$ cat config.mk
export PLATFORM = sky130hd
export DESIGN_NAME = seg7_scan_ctrl
export DESIGN_NICKNAME = d
export VERILOG_FILES = /design/src/rtl/seg7_scan_ctrl.sv
export SDC_FILE = /design/constraint.sdc
export NUM_CORES = 1
export LEC_CHECK = 0
export ABC_AREA = 1
export BUFFER_PORTS_ARGS = -buffer_cell sky130_fd_sc_hd__clkbuf_2
export CAP_MARGIN = 30
export CELL_PAD_IN_SITES_DETAIL_PLACEMENT = 1
export CELL_PAD_IN_SITES_GLOBAL_PLACEMENT = 2
export CORE_UTILIZATION = 34
export CTS_CLUSTER_DIAMETER = 30
export DETAILED_ROUTE_END_ITERATION = 7
export GPL_TIMING_DRIVEN = 0
export PLACE_DENSITY_LB_ADDON = 0.08
export SETUP_SLACK_MARGIN = 0.15
export SYNTH_ARGS = -nofsm -noshare
export SYNTH_HDL_FRONTEND = slang
export SYNTH_SLANG_ARGS = --single-unit
export TNS_END_PERCENT = 20
$ cat constraint.sdc
create_clock -name clk -period 2.89 [get_ports clk]
set_input_delay 0.289 -clock clk [delete_from_list [all_inputs] [get_ports clk]]
set_output_delay 0.289 -clock clk [all_outputs]
set_load 0.01 [all_outputs]
$ cat src/rtl/seg7_scan_ctrl.sv
// Four-digit multiplexed seven-segment scanner with one shared hex decoder,
// dead time between digits, leading-zero blanking and frame-aligned updates.

module hex2seg7 (
    input  logic [3:0] hex,
    output logic [6:0] seg
);

    // seg[0] = top (a) .. seg[6] = middle (g), active-high
    always_comb begin
        seg = 7'h00;
        unique case (hex)
            4'h0: seg = 7'h3F;
            4'h1: seg = 7'h06;
            4'h2: seg = 7'h5B;
            4'h3: seg = 7'h4F;
            4'h4: seg = 7'h66;
            4'h5: seg = 7'h6D;
            4'h6: seg = 7'h7D;
            4'h7: seg = 7'h07;
            4'h8: seg = 7'h7F;
            4'h9: seg = 7'h6F;
            4'hA: seg = 7'h77;
            4'hB: seg = 7'h7C;
            4'hC: seg = 7'h39;
            4'hD: seg = 7'h5E;
            4'hE: seg = 7'h79;
            4'hF: seg = 7'h71;
        endcase
    end

endmodule

module seg7_scan_ctrl #(
    parameter int DIV  = 1024,
    parameter int DEAD = 4
) (
    input  logic        clk,
    input  logic        reset,
    input  logic        wr_valid,
    input  logic [15:0] wr_data,
    output logic        wr_ready,
    input  logic        blank_lz,
    output logic [6:0]  segments,
    output logic [3:0]  digit_en,
    output logic        frame_done
);

    localparam int MAXC = (DIV > DEAD) ? DIV : DEAD;
    localparam int CW   = (MAXC > 2) ? $clog2(MAXC) : 1;

    localparam logic [CW-1:0] DIV_M1  = CW'(DIV - 1);
    localparam logic [CW-1:0] DEAD_M1 = CW'(DEAD - 1);

    typedef enum logic {
        SHOW,
        BLANK
    } state_t;

    state_t        state_q, state_d;
    logic [1:0]    idx_q, idx_d;
    logic [CW-1:0] cnt_q, cnt_d;
    logic [15:0]   disp_q, disp_d;
    logic [15:0]   shadow_q, shadow_d;
    logic          pending_q, pending_d;
    logic          commit_q, commit_d;
    logic          frame_q, frame_d;

    logic [3:0]    nib;
    logic [6:0]    dec_seg;
    logic          blank_dig;

    always_ff @(posedge clk or posedge reset) begin
        if (reset) begin
            state_q   <= BLANK;
            idx_q     <= 2'd3;
            cnt_q     <= '0;
            disp_q    <= 16'h0000;
            shadow_q  <= 16'h0000;
            pending_q <= 1'b0;
            commit_q  <= 1'b0;
            frame_q   <= 1'b0;
        end else begin
            state_q   <= state_d;
            idx_q     <= idx_d;
            cnt_q     <= cnt_d;
            disp_q    <= disp_d;
            shadow_q  <= shadow_d;
            pending_q <= pending_d;
            commit_q  <= commit_d;
            frame_q   <= frame_d;
        end
    end

    always_comb begin
        state_d   = state_q;
        idx_d     = idx_q;
        cnt_d     = cnt_q;
        disp_d    = disp_q;
        shadow_d  = shadow_q;
        pending_d = pending_q;
        commit_d  = 1'b0;
        frame_d   = 1'b0;

        unique case (state_q)
            SHOW: begin
                if (cnt_q == DIV_M1) begin
                    state_d = BLANK;
                    cnt_d   = '0;
                end else begin
                    cnt_d = cnt_q + 1'b1;
                end
            end
            BLANK: begin
                if (cnt_q == DEAD_M1) begin
                    state_d = SHOW;
                    cnt_d   = '0;
                    idx_d   = idx_q + 2'd1;
                    if (idx_q == 2'd3) begin
                        frame_d = 1'b1;
                        if (pending_q) begin
                            disp_d   = shadow_q;
                            commit_d = 1'b1;
                        end
                    end
                end else begin
                    cnt_d = cnt_q + 1'b1;
                end
            end
        endcase

        // Requester sees ready again only after the frame pulse of the commit
        if (commit_q) begin
            pending_d = 1'b0;
        end

        if (wr_valid && !pending_q) begin
            shadow_d  = wr_data;
            pending_d = 1'b1;
        end
    end

    always_comb begin
        nib       = disp_q[3:0];
        blank_dig = 1'b0;
        unique case (idx_q)
            2'd0: begin
                nib       = disp_q[3:0];
                blank_dig = 1'b0;
            end
            2'd1: begin
                nib       = disp_q[7:4];
                blank_dig = (disp_q[15:4] == 12'h000);
            end
            2'd2: begin
                nib       = disp_q[11:8];
                blank_dig = (disp_q[15:8] == 8'h00);
            end
            2'd3: begin
                nib       = disp_q[15:12];
                blank_dig = (disp_q[15:12] == 4'h0);
            end
        endcase
    end

    hex2seg7 u_dec (
        .hex (nib),
        .seg (dec_seg)
    );

    always_comb begin
        segments = 7'h00;
        digit_en = 4'b0000;
        if (state_q == SHOW) begin
            digit_en = 4'b0001 << idx_q;
            if (!(blank_lz && blank_dig)) begin
                segments = dec_seg;
            end
        end
    end

    assign wr_ready   = !pending_q;
    assign frame_done = frame_q;

endmodule

==> metrics.md <==
| Metric | Value |
|---|---|
| Hold path startpoint | wr_data[15] |
| Area Growth Syn to Fin | 23.0% |
| Synth Area per Inst | 8.37 um2 |
| RSZ-0062 raised after global routing | yes |
| Peak Freq | 0.383 GHz |
| Die span in y | 89.6 um |
| Area of the multi-input gates | 1350 um2 |
| Register share of total power | 51.8% |
| DR DRC count | 0 |
| Finish-stage setup viols | 0 |
| Pwr Density | 403 nW/um2 |
| Sequential fraction of the synthesis area | 46.1% |
| Avg WL per Cell | 13.6 um |
| Fin cells | 458 |
| Reg2Reg Depth | 7 |
| GP Congestion | 0.730 |
| Vias in the first global route | 2120 |
| Post-route cell area | 3210 um2 |
| Post-Syn Nets | 344 |
| YS warnings | 0 |
| Largest net degree at the start of global routing | 33 |
| Top FF cell, synth | dfrtp_1 |
| Setup_tns | 0 ps |
| CTS tree | built |
| Initial DRC Count | 36 |
| CP Class | reg -> out |
| Max stage delay on crit path | 630 ps |
| Num CTS Buffers | 5 |
| Final number of hold-violating endpoints | 0 |
| Slew headroom | 74.8% |
| Cell family with most CP delay | flip-flops |
| Crit path required time | 2600 ps |
| Placed cells | 444 |
| RR Endpoint | disp_q[3] |
| Ranking of synthesized cells by area | dfrtp_1 43%, nand2_1 15%, mux2_2 6.9%, nand3_1 5.9%, ha_1 5.7% |
| Post-synth top area cell | dfrtp_1 |
| Sw frac | 20.3% |
| Min Hold Slack | 210 ps |
| WHS Endpoint | shadow_q[15] |
| Final worst path period need | 2610 ps |
| Share of cells above drive strength 1 | 27.6% |
| Hold Crit Class | in -> reg |
| Top cell type's share of synthesized area | 43.1% |
| Placed cell areas | 2920 um2 |
| Worst reg-to-reg setup slack | 1230 ps |
| Number of synthesized flops with an enable pin | 0 |
| Worst setup path start | idx_q[0] |
| Initial Utilization | 35.6% |
| Cell Area, Synth | 2610 um2 |
| WHS Path Cells | 2 |
| Crit-path max FO | 5 |
| Worst R2R Start | idx_q[0] |
| Most instantiated cells after synthesis | 102 x nand2_1, 45 x dfrtp_1, 31 x nand3_1, 29 x nor2_1, 28 x inv_1 |
| Register Area | 1200 um2 |
| Final Max Tran Viols | 0 |
| Antenna Violating Nets Remaining | 0 |
| Seq cells post-synth | 48 |
| Htree depth | 2 |
| Root Buffer | clkbuf_8 |
| Max-cap viol count | 0 |
| I/O pin total | 33 |
| Place WS | -119 ps |
| Total grt overflow | 0 |
| Setup WS post-layout | 277 ps |
| CORE AREA | 7330 um2 |
| Die area | 8030 um2 |
| Critical path cell sequence | inv_4 -> ha_4 -> inv_4 -> nand2_1 -> nor2_1 -> nor2_2 -> ha_2 -> nand3_2 -> nand3_1 -> a21oi_1 -> clkbuf_2 |
| CP arrival | 2320 ps |
| Combinational share of power | 2.3% |
| Clock Skew | 7.08 ps |
| Sink Count | 48 |
| Die W | 89.6 um |
| Drt first pass iters | 4 |
| Least-Margin Pin Slew | 377 ps |
| Via count | 2122 |
| GRT Util Overall | 16.8% |
| Clock share of power | 45.9% |
| Leakage | 0.00173 uW |
| IO buf count | 32 |
| Asr flop ratio synth | 100% |
| Mapped Cells | 312 |
| Std-Cell Rows | 31 |
| Cell variety after synth | 29 |
| Psw | 263 uW |
| Slowest CP cell | dfstp_2 |
| Worst path bufs/invs | 3 |
| Clock-pin slew on the worst setup and hold paths | 100 ps |
| Tcrit/Tclk final | 90.4% |
| Critical Path Most Common Cell | inv_4 |
| Detail Placement HPWL | 4500 um |
| CP startpoint kind | flop |
| First-pass GRT wire length | 10200 um |
| Nets@finish | 390 |
| Filler cell count | 896 |
| Antenna diodes | 0 |
| Clock Tree Buf Depth | 2 |
| Internal power | 1030 uW |
| Status | finished clean |
| Antenna violations before repair | 0 |
| Most common cell in the netlist | nand2_1 |
| Post-Route WL | 6210 um |
| Crit path capture type | output pin |
| DR vias/cell | 4.63 |
| Peak VDD IR | 301 uV |
| Latest clock arrival within the worst-skew pair | 300 ps |
-- cells by family after synthesis --
logic type               share of synthesized area (%)
flip-flops                                        46.1
AO/OA/AOI/OAI                                     2.92
multiplexers                                      6.90
XOR/XNOR                                          2.01
buffers and inverters                             6.18
AND/OR/NAND/NOR                                   30.1
adder cells (fa/ha/maj)                           5.75
-- through the flow --
step | total power (uW) | utilization, %
detailed placement | 715 | 39.8
finish | 1300 | 43.8
global route | 1350 | 43.8
floorplan | 694 | -
global placement | 710 | 39.5
CTS | 1320 | 42.4
-- cell usage in the layout, fill, tap and decap left out, drive strengths merged, types with 2 or more instances in the layout --
| master | count |
|---|---|
| nand2 | 105 |
| dfrtp | 45 |
| clkbuf | 36 |
| nor2 | 33 |
| nand3 | 31 |
| inv | 31 |
| mux2 | 16 |
| ha | 12 |
| buf | 12 |
| xor2 | 6 |
| o21ai | 6 |
| nor3 | 5 |
| nand4 | 4 |
| a21oi | 3 |
| dfstp | 3 |
| bufinv | 2 |
| or2 | 2 |
-- area by class of cell --
type                            instances  area share [%]
Timing Repair inverter                  1           0.156
Clock inverter                          3            2.14
Inverter                               31            3.86
Clock buffer                            5            2.14
Multi-Input combinational cell        227            42.1
Timing Repair Buffer                   38            6.85
Buffer                                  6            1.40
Sequential cell                        48            37.5
Tap cell                               99            3.86
-- registers in the layout, summed over array words and instances (netlist names) --
register / cells
commit_q: 1
idx_q: 2
shadow_q: 16
pending_q: 1
disp_q: 16
cnt_q: 10
state_q: 1
frame_done: 1
-- power groups by stage --
stage	registers, uW	clock network [uW]	logic [uW]
floorplan	684	0	10.0
global placement	684	0	26.0
detailed placement	684	0	30.2
CTS	671	616	31.4
global route	671	639	35.1
finish	671	595	29.6
-- worst max path at each step --
| stage | endpoint | cells past startpoint |
|---|---|---|
| after floorplan | segments[1] | 11 |
| after global placement | segments[6] | 11 |
| after detailed placement | segments[6] | 11 |
| after CTS | segments[6] | 11 |
| after global routing | segments[3] | 12 |
| final | segments[6] | 11 |
-- metal layers --
metal | vias up | GRT usage [%] | part of all wire [%] | routed length (um)
met5 | - | 0 | 0 | 0
met4 | 0 | 4.33 | 0.74 | 46
met3 | 4 | 2.74 | 3.0 | 186
met2 | 34 | 28.1 | 48 | 2980
met1 | 1003 | 22.8 | 48 | 2990
li1 | 1081 | - | - | -
-- worst register-to-register path: cells and delay by family, from the launching register on --
| family | cells | cell delay [ps] |
|---|---|---|
| fa+ha+maj | 1 | 190 |
| simple gates | 4 | 440 |
| buf+inv | 2 | 290 |
| flops | 1 | 630 |
-- what timing repair did --
item	4_1_cts	5_1_grt
hold endpoints to repair	16	0
hold buffers	1	0
endpoints found under the setup margin	7	7
pin swaps	1	2
gates resized for setup	7	21
buffers inserted	2	2
gates cloned	1	0
Note: power is estimated with default switching activity, not from simulation.
